===== config.mk =====
export PLATFORM = sky130hd
export DESIGN_NAME = mem_be_pipe
export DESIGN_NICKNAME = d
export VERILOG_FILES = /design/src/rtl/mem_pkg.sv /design/src/rtl/mem_rd_pipe.sv /design/src/rtl/mem_be_pipe.sv
export SDC_FILE = /design/constraint.sdc
export NUM_CORES = 1
export LEC_CHECK = 0
export ABC_AREA = 0
export BUFFER_PORTS_ARGS = -buffer_cell sky130_fd_sc_hd__buf_2
export CAP_MARGIN = 10
export CORE_MARGIN = 5
export CORE_UTILIZATION = 55
export DETAILED_ROUTE_END_ITERATION = 7
export PLACE_DENSITY = 0.8
export SLEW_MARGIN = 20
export SYNTH_ARGS = -nofsm -noshare
export SYNTH_HDL_FRONTEND = slang
export SYNTH_SLANG_ARGS = --single-unit
export TNS_END_PERCENT = 100

===== constraint.sdc =====
create_clock -name clk -period 5.89 [get_ports clk]
set_input_delay 0 -clock clk [delete_from_list [all_inputs] [get_ports clk]]
set_output_delay 0 -clock clk [all_outputs]
set_load 0.005 [all_outputs]

===== src/rtl/mem_pkg.sv =====
// Shared definitions for the mem_be_pipe storage block: FSM encodings,
// legal read-latency range and the byte-lane helper.
package mem_pkg;

  typedef enum logic {
    ST_INIT = 1'b0,
    ST_IDLE = 1'b1
  } state_e;

  localparam int RD_LAT_MIN = 1;
  localparam int RD_LAT_MAX = 2;

  function automatic int byte_lanes(input int width);
    return width / 8;
  endfunction

endpackage


===== src/rtl/mem_rd_pipe.sv =====
// Response shift pipeline carrying {r_valid, err, r_data} with a synchronous
// flush. The data field only advances alongside a valid read, so r_data holds.
module mem_rd_pipe
  import mem_pkg::*;
#(
  parameter int WIDTH      = 16,
  parameter int RD_LATENCY = 1
) (
  input  logic             clk,
  input  logic             rst,
  input  logic             in_valid,
  input  logic             in_err,
  input  logic [WIDTH-1:0] in_data,
  output logic             r_valid,
  output logic             err,
  output logic [WIDTH-1:0] r_data
);

  // Out-of-range latencies are clamped to the nearest legal depth.
  localparam int LAT = (RD_LATENCY < RD_LAT_MIN) ? RD_LAT_MIN :
                       (RD_LATENCY > RD_LAT_MAX) ? RD_LAT_MAX : RD_LATENCY;

  typedef struct packed {
    logic             v;
    logic             e;
    logic [WIDTH-1:0] d;
  } stage_t;

  stage_t st_q [LAT];
  stage_t st_d [LAT];

  always_comb begin
    st_d[0].v = in_valid;
    st_d[0].e = in_err;
    st_d[0].d = in_valid ? in_data : st_q[0].d;
    for (int i = 1; i < LAT; i++) begin
      st_d[i].v = st_q[i-1].v;
      st_d[i].e = st_q[i-1].e;
      st_d[i].d = st_q[i-1].v ? st_q[i-1].d : st_q[i].d;
    end
  end

  always_ff @(posedge clk) begin
    if (rst) begin
      for (int i = 0; i < LAT; i++) begin
        st_q[i] <= '0;
      end
    end else begin
      st_q <= st_d;
    end
  end

  assign r_valid = st_q[LAT-1].v;
  assign err     = st_q[LAT-1].e;
  assign r_data  = st_q[LAT-1].d;

endmodule


===== src/rtl/mem_be_pipe.sv =====
// Single-port memory with valid/ready requests, byte enables, pipelined reads,
// out-of-range error strobes and a hardware clear sweep (INIT state).
module mem_be_pipe
  import mem_pkg::*;
#(
  parameter int              WIDTH      = 16,
  parameter int              DEPTH      = 16,
  parameter int              ADDR_WIDTH = $clog2(DEPTH),
  parameter int              RD_LATENCY = 1,
  parameter logic [WIDTH-1:0] INIT_VAL  = '0
) (
  input  logic                  clk,
  input  logic                  rst,
  input  logic [ADDR_WIDTH-1:0] addr,
  input  logic                  wr_rd,
  input  logic [WIDTH-1:0]      w_data,
  input  logic [WIDTH/8-1:0]    be,
  input  logic                  valid,
  input  logic                  clr,
  output logic                  ready,
  output logic [WIDTH-1:0]      r_data,
  output logic                  r_valid,
  output logic                  err,
  output logic                  init_done
);

  // Handshake: a request transfers on any rising edge where valid && ready.
  // ready is a pure function of state and never looks at valid.

  localparam int LANES = byte_lanes(WIDTH);
  localparam int IDX_W = (DEPTH > 1) ? $clog2(DEPTH) : 1;
  localparam logic [IDX_W-1:0]    CNT_MAX = IDX_W'(DEPTH - 1);
  localparam logic [ADDR_WIDTH:0] DEPTH_A = (ADDR_WIDTH + 1)'(DEPTH);

  logic [WIDTH-1:0] mem [0:DEPTH-1];

  state_e           state_q, state_d;
  logic [IDX_W-1:0] cnt_q, cnt_d;
  logic             sweep_we;

  logic             accept;
  logic             in_range;
  logic             wr_acc;
  logic [IDX_W-1:0] idx;
  logic [WIDTH-1:0] rd_word;

  assign ready     = (state_q == ST_IDLE);
  assign init_done = (state_q == ST_IDLE);
  assign accept    = valid && ready;
  assign in_range  = ({1'b0, addr} < DEPTH_A);
  assign idx       = addr[IDX_W-1:0];
  assign wr_acc    = accept && wr_rd && in_range;
  assign rd_word   = in_range ? mem[idx] : '0;

  always_comb begin
    state_d  = state_q;
    cnt_d    = cnt_q;
    sweep_we = 1'b0;
    case (state_q)
      ST_INIT: begin
        sweep_we = 1'b1;
        cnt_d    = cnt_q + IDX_W'(1);
        if (cnt_q == CNT_MAX) begin
          state_d = ST_IDLE;
          cnt_d   = '0;
        end
      end
      ST_IDLE: begin
        if (clr) begin
          state_d = ST_INIT;
          cnt_d   = '0;
        end
      end
      default: begin
        state_d = ST_INIT;
        cnt_d   = '0;
      end
    endcase
  end

  always_ff @(posedge clk) begin
    if (rst) begin
      state_q <= ST_INIT;
      cnt_q   <= '0;
    end else begin
      state_q <= state_d;
      cnt_q   <= cnt_d;
    end
  end

  // Storage is intentionally not reset so backdoor loads survive until a sweep.
  always_ff @(posedge clk) begin
    if (!rst) begin
      if (sweep_we) begin
        mem[cnt_q] <= INIT_VAL;
      end else if (wr_acc) begin
        for (int k = 0; k < LANES; k++) begin
          if (be[k]) begin
            mem[idx][k*8 +: 8] <= w_data[k*8 +: 8];
          end
        end
      end
    end
  end

  mem_rd_pipe #(
    .WIDTH      (WIDTH),
    .RD_LATENCY (RD_LATENCY)
  ) u_rd_pipe (
    .clk      (clk),
    .rst      (rst),
    .in_valid (accept && !wr_rd),
    .in_err   (accept && !in_range),
    .in_data  (rd_word),
    .r_valid  (r_valid),
    .err      (err),
    .r_data   (r_data)
  );

endmodule


Yosys cells after proc, flatten, opt, wreduce, memory -nomap -nowiden:

Memory sizes are Yosys's and may differ from the RTL's. A register that Yosys moved wholly into a read port is not among the register bits.
Cells that the tools add are included.
W data, S select, Z words.

* add/subtract/negate cells: 1
* equal/unequal tests: 2
* muxes and demuxes: 22
* bitwise logic cells: 1
* reductions and logical operators: 5

Operators by type and width (number)
* $mux W16: 1
* $reduce_or A16 Y1: 1
* $mux W1: 15
* $mux W4: 3
* $pmux W4 S2: 1
* $add A4 B1 Y4 const B: 1
* $eq A4 B4 Y1 const B: 1
* $logic_and A1 B1 Y1: 3
* $mux W2: 1
* $ne A2 B2 Y1 const B: 1
* $pmux W1 S2: 1
* $logic_not A1 Y1: 1
* $not A1 Y1: 1

* flip-flop bits (word level): 6
* memory bits (writable): 256
* logic and storage cells: 35
* memories: 1

Memory list
* mem: words 16, bits a word 16, read ports 1, clocked after memory_dff 1, write ports 1, line mem_be_pipe.sv:35 `logic [WIDTH-1:0] mem [0:DEPTH-1];`

Logic depth before layout (Yosys ltp):

Gate-level depths: netlist of run 1.

* depth after elaboration: 8
* depth in mapped cells: 7
* mapped depth without buffers: 5

Modules after synthesis:

A second synthesis of run 1 with hierarchy kept.

* cell total of the unflattened synthesis: 599
* area, all modules: 11193.2 um^2

Modules (own cells, without submodules)
* mem_be_pipe: instances 1, cells each 543, area an instance 10558.9 um^2, sequential area each 7787.5 um^2
* mem_rd_pipe: instances 1, cells each 56, area an instance 634.4 um^2, sequential area each 360.3 um^2

Worst setup path after synthesis of run 1:

Ideal clock, no wire load.

* path kind: reg-to-reg
* from: reg state_q (netlist: init_done)
* to: mem mem[10][0], enable pin
* setup time: 0.370 ns
* data arrival time: 1.547 ns
* path slack: 3.973 ns
* stages on the path, launching flop included: 5
* cells stage by stage: dfxtp_1 nand4b_2 nor2_1 a31oi_1 nor2_1

* cells in the longest elaborated chain, start to end: 8

RTL lines
* from (decl): line mem_be_pipe.sv:37 `state_e state_q, state_d;`
* from (signal assigned): line mem_be_pipe.sv:86 `state_q <= state_d;`
* $logic_and A1 B1 Y1: line mem_be_pipe.sv:49 `assign accept = valid && ready;`
* $logic_and A1 B1 Y1: line mem_be_pipe.sv:52 `assign wr_acc = accept && wr_rd && in_range;`
* $mux W1: line mem_be_pipe.sv:96 `end else if (wr_acc) begin`
* $mux W1: line mem_be_pipe.sv:94 `if (sweep_we) begin`
* $mux W1: line mem_be_pipe.sv:93 `if (!rst) begin`
* $mux W1 (not written as such): line mem_be_pipe.sv:99 `mem[idx][k*8 +: 8] <= w_data[k*8 +: 8];`
* $reduce_or A16 Y1 (no source line)
* $mux W4 (no source line) / $mux W2 (equally long branches)
* to (decl): line mem_be_pipe.sv:35

Several ways; a longest one is shown, not always the timed one.

Final worst setup path of run 1:

* from: reg state_q (netlist: init_done)
* to: mem mem[3][12], enable pin

Same word-level chain as after synthesis.

==> results of run 1 <==
synthesized netlist by cell type (all sizes together), types with 4 or more instances:
library cell    n
a21oi          11
a2bb2oi        13
a31oi           5
and3           16
buf            19
clkbuf         11
dfxtp          22
edfxtp        256
inv             5
mux2            4
mux2i          34
mux4           61
nand2           7
nand2b          6
nor2           45
nor3            4
o21ai          23
what timing repair did:
item                      CTS  global route
hold buffers                5             0
hold endpoints to repair    6             0
gates resized for setup     0             0
layout make-up:
cell class	count	area share [%]
Antenna cell	1	0.0203
Clock buffer	31	5.61
Clock inverter	14	1.32
Inverter	5	0.152
Multi-Input combinational cell	253	21.7
Sequential cell	278	66.0
Tap cell	265	2.69
Timing Repair Buffer	54	2.48
critical path, cell delays in order (launching register included):
cell      delay, ns
dfxtp_1        0.62
and4b_1        0.75
a211oi_1       0.21
o21ai_0        0.80
nor2_1         0.41
through the flow:
| stage | std cells | utilization, % | instance area, um^2 |
|---|---|---|---|
| after global placement | 850 | 58.2 | 11400 |
| after global routing | 901 | 62.8 | 12300 |
| final | 901 | 62.8 | 12300 |
| after CTS | 900 | 62.8 | 12300 |
| after detailed placement | 850 | 58.2 | 11400 |
| after floorplan | 566 | - | 11000 |
cells by family (layout without fill, tap and decap cells):
group / Yosys count / count (layout) / share of synthesized area, %
adders and majority gates: 1 / 1 / 0.114
muxes: 99 / 99 / 16.2
other: 1 / 2 / 0.0341
AOI/OAI and AO/OA: 61 / 61 / 3.59
buffers and inverters: 35 / 104 / 1.81
and+or+nand+nor: 91 / 91 / 4.27
DFF: 278 / 278 / 73.9
worst max-delay path by stage:
stage | endpoint | start | slack [ns] | cells after the start
after floorplan | mem[10][0] | init_done | 3.97 | 4
after global placement | mem[5][0] | init_done | 2.98 | 4
after detailed placement | mem[9][12] | init_done | 2.80 | 4
after CTS | mem[9][12] | init_done | 2.65 | 4
after global routing | mem[3][12] | init_done | 2.60 | 4
final | mem[3][12] | init_done | 2.74 | 4
state kept, by name, indices dropped and copies added, names as in the netlist:
register           flops
cnt_q                  4
u_rd_pipe.r_valid      1
init_done              1
mem                  256
u_rd_pipe.r_data      16
metal layers:
layer  vias to the layer above  GRT usage [%]  wire length [um]
met5                         -              0                 0
met3                        53           3.50              1980
met2                       319           34.9             12100
li1                       2417              -                 -
met4                         0           6.98               583
met1                      2989           32.5              9730
power by group:
group | switching [mW] | internal (mW) | total (mW) | leakage, nW
Sequential | 0.00880 | 2.15 | 2.16 | 2.63
Combinational | 0.0991 | 0.0739 | 0.173 | 1.28
Clock | 0.695 | 1.00 | 1.70 | 0.419
==> results by group, run 1 <==
Setup path
  – CP Max Fanout: 22
  – Reg2Reg Setup Slack: approximately 2.7 ns
  – Reg2reg start: init_done
  – R2r worst-path depth: 4
  – Crit path kind: reg -> reg
  – Worst Setup Start Kind: flop
  – Crit path DAT: roughly 3.3 ns
  – Critical Path RT: 6.06 ns
  – Critical Path Sink Type: flop
  – Worst r2r dst: mem[3][12]

Drt
  – Post-DR vias/cell: 6.41
  – Routed Antenna Nets: 0
  – DR DRC count: 0
  – Initial DRT Pass Iterations: 5
  – Starting DRC count in detailed routing: 648
  – WL/cell: approximately 27 um
  – Via count: 5778
  – DRT Wirelength: around 24000 um

Timing
  – Maximum clock rate: 317 MHz
  – Min Hold Slack: approximately 0.16 ns
  – Slew Viols, Final: 0
  – Worst-Margin Slew: slightly below 1 ns
  – Final setup fails: 0
  – Setup Skew: 0.0131 ns
  – Hold Vio Cnt, Final: 0
  – Fin crit share: between 50% and 60%
  – Slew HR: between 30% and 40%
  – Setup WS post-layout: 2.74 ns
  – RSZ-0062 raised after global routing: false
  – Setup TNS: 0 ns
  – Crit path time final: between 3 and 4 ns

Logic synthesis
  – Synthesized cell area: ~11000 um^2
  – Ys async rst share: 0%
  – Post-synth EDFFs: roughly 260
  – Post-synthesis sequential area ratio: about three quarters
  – Ys Warns: 0
  – Ranking of synthesized cells by area: edfxtp_1 (70%), mux4_2 (11%), dfxtp_1 (4.0%)
  – Synth Net Count: 594
  – FF+latch count, synth: ~280
  – Share of the synthesized area in the top cell type: between 60% and 70%
  – Synthesized instance count: approximately 570
  – Area leader, netlist: edfxtp_1
  – Syn_area_per_cell: 19.4 um^2
  – Yosys cell types: between 40 and 50
  – Synth Flop Type: edfxtp_1

Finish
  – # fillers: approximately 1300
  – Commonest cells after routing, fill and taps aside: edfxtp_1 (256), mux4_2 (54), nor2_1 (45), buf_2 (45), mux2i_1 (34)
  – Nets: 646
  – FF+latch area: roughly 8100 um^2
  – Layout area overhead: 12.0%
  – Commonest non-fill, non-tap cell in the layout: edfxtp_1
  – Layout cells sized above 1: 23.6%
  – Area occupied by multi-input gates: 2670 um^2

Floorplanning
  – Chip Height: 151 um
  – DIE AREA: 22900 um^2
  – Number of I/O pins: 47
  – Die width: 151 um
  – Row count: 51
  – Core Area: between 15000 and 20000 um^2
  – Initial cell density of the core: 56.1%

Hold path
  – Worst hold start: w_data[7]
  – Worst hold path stage count: 2
  – Hold Crit Class: in -> reg
  – WHS Endpoint: mem[1][7]

Clocking
  – Clock Path Buffers: 3
  – Postcts setup bufs: 0
  – Clock Latency Late Sink: approximately 0.53 ns
  – Clk root buf: clkbuf_16
  – TritonCTS clock tree: built
  – CTS HTree Levels: 1
  – Clock sinks: ~280
  – Clock transition at path regs: 0.07 ns
  – Total CTS buffers: 26

Pwr
  – Pwr per Cell Area: approximately 330 nW/um^2
  – Tot Pwr: between 4 and 5 mW
  – Worst vdd ir: 0.222 mV
  – Static Leak: between 4 and 5 nW

Global routing
  – Global-route wire length before repair: roughly 37000 um
  – Largest net degree at the start of global routing: 67
  – Grt ovf: 0
  – Initial antenna violation count: 1
  – Vias in the first global route: 5806
  – GRT Overall Usage: roughly 22%

Placement
  – GPL Wtd Cong: ~0.83
  – Post-DP HPWL: ~15000 um
  – Dpl ws: 2.80 ns
  – Number of buffers added on ports: 45

Flow run
  – MaxCap Viol Count: 0

Outcome
  – Status: finished clean
Note: power is estimated with default switching activity, not from simulation.
==> run 2, diff against run 1 <==
clock period = 3.09 ns   (was 5.89 ns; I/O delays follow)
==> run 2 against run 1 <==
Via count rose by 0.42%. Flip-flop and latch count did not move. Routed wire length decreased by 3.2%. Largest power group unchanged.
==> results by group, run 2 (synthesis results as in run 1) <==
Hold path
  – WHS Endpoint: mem[5][14] (was mem[1][7])
  – Worst hold path stage count: 2 (unchanged)
  – Worst hold start: w_data[14] (was w_data[7])
  – Hold Crit Class: in -> reg (unchanged)

Drt
  – WL/cell: 25.8 um (was 27.1 um)
  – Met1 WL: 9170 um (was 9730 um)
  – WL met3: 1980 um (about the same)
  – Via count: 5802 (was 5778)
  – Starting DRC count in detailed routing: 707 (was 648)
  – DR DRC count: 0 (unchanged)
  – Post-DR vias/cell: 6.35 (was 6.41)
  – Routed Antenna Nets: 0 (unchanged)
  – Met2 WL: 11600 um (was 12100 um)
  – DRT Wirelength: 23600 um (was 24400 um)
  – Uppermost routed layer: met5 (was met4)
  – Initial DRT Pass Iterations: 5 (unchanged)

Finish
  – Commonest cells after routing, fill and taps aside: edfxtp_1 (256), mux4_2 (54), nor2_1 (45), buf_2 (45), mux2i_1 (34) (unchanged)
  – Final instance area: 12400 um^2 (was 12300 um^2)
  – Layout cells sized above 1: 25.6% (was 23.6%)
  – Util after Layout: 63.1% (was 62.8%)
  – Largest register FFs: 256 (unchanged)
  – Area occupied by multi-input gates: 2670 um^2 (about the same)
  – # fillers: 1266 (was 1270)
  – Cell Count, Final, Fillers Out: 914 (was 901)
  – Largest Register: mem (unchanged)
  – FF+latch area: 8130 um^2 (unchanged)
  – # diodes: 0 (was 1)
  – Commonest non-fill, non-tap cell in the layout: edfxtp_1 (unchanged)
  – Layout area overhead: 12.4% (was 12.0%)
  – Nets: 658 (was 646)

Setup path
  – Worst Setup Start Kind: flop (unchanged)
  – Critical Path Sink Type: flop (unchanged)
  – CP Max Fanout: 8 (was 22)
  – Crit path kind: reg -> reg (unchanged)
  – Crit path DAT: 2.93 ns (was 3.32 ns)
  – R2r worst-path depth: 4 (unchanged)
  – Reg2reg start: init_done (unchanged)
  – Worst r2r dst: mem[8][9] (was mem[3][12])
  – Reg2Reg Setup Slack: 0.29 ns (was 2.74 ns)
  – Critical Path RT: 3.23 ns (was 6.06 ns)

Clocking
  – Hold Buf Count CTS: 5 (unchanged)
  – Clk root buf: clkbuf_16 (unchanged)
  – Post_cts resized: 0 (unchanged)
  – TritonCTS clock tree: built (unchanged)
  – Clock Path Buffers: 3 (unchanged)
  – CTS HTree Levels: 1 (unchanged)
  – Clock sinks: 278 (unchanged)
  – Clock transition at path regs: 0.07 ns (about the same)
  – Total CTS buffers: 25 (was 26)
  – Postcts setup bufs: 0 (unchanged)
  – Clock Latency Late Sink: 0.53 ns (about the same)

Pwr
  – Worst vdd ir: 0.375 mV (was 0.222 mV)
  – Pwr per Cell Area: 609 nW/um^2 (was 327 nW/um^2)
  – Static Leak: 4.38 nW (was 4.33 nW)

Floorplanning
  – Initial cell density of the core: 56.1% (unchanged)
  – Number of I/O pins: 47 (unchanged)
  – Row count: 51 (unchanged)
  – Chip Height: 151 um (unchanged)
  – DIE AREA: 22900 um^2 (unchanged)
  – Core Area: 19600 um^2 (unchanged)
  – Die width: 151 um (unchanged)

Timing
  – Hold Vio Cnt, Final: 0 (unchanged)
  – RSZ-0062 raised after global routing: false (unchanged)
  – Crit path time final: 2.80 ns (was 3.15 ns)
  – Fin crit share: 90.5% (was 53.5%)
  – Slew HR: 38.5% (was 34.7%)
  – Slew Viols, Final: 0 (unchanged)
  – Worst-Margin Slew: 0.923 ns (was 0.969 ns)
  – Setup TNS: 0 ns (unchanged)
  – Setup WS post-layout: 0.293 ns (was 2.74 ns)
  – Final setup fails: 0 (unchanged)
  – Maximum clock rate: 358 MHz (was 317 MHz)
  – Setup Skew: 0.0280 ns (was 0.0131 ns)

Global routing
  – Largest net degree at the start of global routing: 31 (was 67)
  – Global-route wire length before repair: 36200 um (was 37000 um)
  – Initial antenna violation count: 1 (unchanged)
  – GRT Overall Usage: 21.5% (was 22.2%)
  – Grt ovf: 0 (unchanged)
  – Vias in the first global route: 5926 (was 5806)

Placement
  – DP Area: 11500 um^2 (was 11400 um^2)
  – Number of buffers added on ports: 45 (unchanged)
  – GPL Wtd Cong: 0.849 (was 0.828)
  – Post-DP HPWL: 15000 um (was 15200 um)
  – Dpl ws: 0.555 ns (was 2.80 ns)
  – DP Cell Count: 863 (was 850)

Flow run
  – MaxCap Viol Count: 0 (unchanged)

Outcome
  – Status: finished clean (unchanged)
run 2: cell count changes in the layout (fill, tap and decap cells not counted), moves of 2 or more:
cell | previous run | this run
buf_4 | 4 | 17
clkinv_2 | 4 | 8
clkinv_1 | 6 | 3
clkbuf_16 | 27 | 25
run 2: per-stage QoR:
step | total power, mW | hold WS [ns]
floorplan | 4.41 | 0.0817
finish | 7.53 | 0.121
global placement | 4.50 | 0.308
global route | 7.73 | 0.168
detailed placement | 4.52 | 0.319
CTS | 7.53 | 0.117
run 2: how the worst max path moves through the flow:
stage          cells past startpoint  slack, ns      start     endpoint
2_1_floorplan                      4       1.17  init_done   mem[10][0]
3_3_place_gp                       4       0.63  init_done  mem[13][15]
3_5_place_dp                       4       0.55  init_done   mem[4][15]
4_1_cts                            4       0.38  init_done   mem[4][12]
5_1_grt                            4       0.19  init_done    mem[8][9]
6_report                           4       0.29  init_done    mem[8][9]
run 2: per-layer routing:
metal / up-vias / global-route usage, %
li1: 2440 / -
met1: 2942 / 30.1
met2: 338 / 34.9
met3: 80 / 3.65
met4: 2 / 6.84
met5: - / 0
run 2: layout make-up:
class / instances / area share, %
clock buffers: 30 / 5.30
repair buffers: 67 / 3.26
multi-input cells: 253 / 21.6
clock inverters: 16 / 1.28
inverters: 5 / 0.152
flip-flops and latches: 278 / 65.8
well taps: 265 / 2.68
run 2: where the power goes:
part,total [mW],switching [mW],internal (mW),leakage [nW]
registers,4.11,0.0160,4.09,2.63
clock network,3.08,1.31,1.76,0.403
logic,0.339,0.192,0.147,1.34
run 2: worst max-delay path: stages (launching register included):
cell and delay [ns]:
dfxtp_1 0.49, nand4b_2 0.25, nor4b_1 0.48, o21ai_0 0.42
nor2_1 0.75
==> run 3, diff against run 2 <==
CORE_UTILIZATION = 45   (was 55)
PLACE_DENSITY = 0.69   (was 0.8)
==> run 3 against run 2 <==
Combinational power is 1% higher. Non-clock buffer count grew 7. Clock power rose by 8.1%.
==> results by group, run 3 (synthesis results as in run 1) <==
Finish
  – Commonest cells after routing, fill and taps aside: edfxtp_1 (256), mux4_2 (54), nor2_1 (45), buf_2 (44), mux2i_1 (34) (was edfxtp_1 (256), mux4_2 (54), nor2_1 (45), buf_2 (45), mux2i_1 (34))
  – # fillers: 1861 (was 1266)
  – Largest register FFs: 256 (unchanged)
  – Area occupied by multi-input gates: 2670 um^2 (about the same)
  – Layout cells sized above 1: 26.7% (was 25.6%)
  – FF+latch area: 8130 um^2 (unchanged)
  – Largest Register: mem (unchanged)
  – Nets: 666 (was 658)
  – Util after Layout: 52.0% (was 63.1%)
  – Layout area overhead: 14.4% (was 12.4%)
  – Final instance area: 12600 um^2 (was 12400 um^2)
  – # diodes: 0 (unchanged)
  – Commonest non-fill, non-tap cell in the layout: edfxtp_1 (unchanged)

Placement
  – GPL Wtd Cong: 0.880 (was 0.849)
  – Number of buffers added on ports: 45 (unchanged)
  – Post-DP HPWL: 16000 um (was 15000 um)
  – DP Area: 11600 um^2 (was 11500 um^2)

Global routing
  – Global-route wire length before repair: 36400 um (was 36200 um)
  – Initial antenna violation count: 0 (was 1)
  – Grt ovf: 0 (unchanged)
  – Vias in the first global route: 5819 (was 5926)
  – Largest net degree at the start of global routing: 39 (was 31)
  – GRT Overall Usage: 17.2% (was 21.5%)

Setup path
  – Critical path origin: init_done (unchanged)
  – Critical Path RT: 3.24 ns (was 3.23 ns)
  – Reg2reg start: init_done (unchanged)
  – Crit path DAT: 2.92 ns (was 2.93 ns)
  – Worst Setup Start Kind: flop (unchanged)
  – Crit path kind: reg -> reg (unchanged)
  – Reg2Reg Setup Slack: 0.32 ns (was 0.29 ns)
  – Worst r2r dst: mem[0][5] (was mem[8][9])
  – Critical Path Sink Type: flop (unchanged)
  – CP Max Fanout: 16 (was 8)
  – R2r worst-path depth: 5 (was 4)

Clocking
  – CTS HTree Levels: 1 (unchanged)
  – TritonCTS clock tree: built (unchanged)
  – Clock transition at path regs: 0.06 ns (was 0.07 ns)
  – Clk root buf: clkbuf_16 (unchanged)
  – Clock sinks: 278 (unchanged)
  – Total CTS buffers: 26 (was 25)
  – Clock Latency Late Sink: 0.54 ns (was 0.53 ns)
  – Clock Path Buffers: 3 (unchanged)

Timing
  – Slew HR: 30.9% (was 38.5%)
  – Setup Skew: 0.0136 ns (was 0.0280 ns)
  – Hold Vio Cnt, Final: 0 (unchanged)
  – Setup TNS: 0 ns (unchanged)
  – Worst-Margin Slew: 1.03 ns (was 0.923 ns)
  – Maximum clock rate: 360 MHz (was 358 MHz)
  – Slew Viols, Final: 0 (unchanged)
  – RSZ-0062 raised after global routing: false (unchanged)
  – Fin crit share: 89.8% (was 90.5%)
  – Final setup fails: 0 (unchanged)
  – Crit path time final: 2.77 ns (was 2.80 ns)

Drt
  – Initial DRT Pass Iterations: 5 (unchanged)
  – Starting DRC count in detailed routing: 733 (was 707)
  – Post-DR vias/cell: 5.84 (was 6.35)
  – WL/cell: 24.6 um (was 25.8 um)
  – Routed Antenna Nets: 0 (unchanged)
  – Via count: 5731 (was 5802)
  – DRT Wirelength: 24100 um (was 23600 um)
  – DR DRC count: 0 (unchanged)

Hold path
  – Hold Crit Class: in -> reg (unchanged)
  – Worst hold path stage count: 2 (unchanged)
  – Worst hold start: w_data[0] (was w_data[14])
  – WHS Endpoint: mem[7][0] (was mem[5][14])

Floorplanning
  – Core Area: 24200 um^2 (was 19600 um^2)
  – Row count: 57 (was 51)
  – Initial cell density of the core: 45.5% (was 56.1%)
  – Chip Height: 166 um (was 151 um)
  – DIE AREA: 27700 um^2 (was 22900 um^2)
  – Number of I/O pins: 47 (unchanged)
  – Die width: 166 um (was 151 um)

Pwr
  – Worst vdd ir: 0.456 mV (was 0.375 mV)
  – Static Leak: 4.45 nW (was 4.38 nW)
  – Tot Pwr: 7.78 mW (was 7.53 mW)
  – Pwr per Cell Area: 619 nW/um^2 (was 609 nW/um^2)

Outcome
  – Status: finished clean (unchanged)

Flow run
  – MaxCap Viol Count: 0 (unchanged)
## run 3: report_power, final
part,internal (mW),switching [mW]
Clock,1.97,1.36
Combinational,0.153,0.191
Sequential,4.09,0.0150
## run 3: final cells by class
| type | count | share of cell area [%] |
|---|---|---|
| flip-flops and latches | 278 | 64.6 |
| multi-input cells | 253 | 21.2 |
| clock buffers | 30 | 5.29 |
| repair buffers | 74 | 3.64 |
| well taps | 324 | 3.22 |
| clock inverters | 18 | 1.84 |
| inverters | 5 | 0.149 |
## run 3: worst max-delay path by stage
stage	slack [ns]	endpoint
2_1_floorplan	1.17	mem[10][0]
3_3_place_gp	0.52	mem[0][7]
3_5_place_dp	0.35	mem[0][3]
4_1_cts	0.33	mem[0][5]
5_1_grt	0.08	mem[0][5]
6_report	0.32	mem[0][5]
## run 3: worst max-delay path, stage by stage, from the launching register on
cell and delay [ns]:
dfxtp_1 0.64, nand4b_2 0.29, nor2_1 0.33, mux2i_1 0.23, buf_4 0.20, nor2_1 0.70
## run 3: timing repair
action | 4_1_cts | 5_1_grt
setup buffers | 0 | 0
hold buffers | 5 | 0
resized for setup | 0 | 0
hold endpoints to repair | 6 | 0
## run 3: stage by stage
step	std cells	hold slack, ns	setup WS (ns)
finish	982	0.127	0.316
CTS	982	0.137	0.334
floorplan	566	0.0817	1.17
global placement	929	0.304	0.523
global route	982	0.168	0.0846
detailed placement	929	0.323	0.349
## run 3: metal layers
| layer | up-vias | wire, um | global-route usage, % |
|---|---|---|---|
| li1 | 2451 | - | - |
| met1 | 2993 | 9860 | 24.2 |
| met2 | 245 | 12100 | 28.4 |
| met3 | 42 | 1520 | 1.95 |
| met4 | 0 | 667 | 5.59 |
| met5 | - | 0 | 0 |
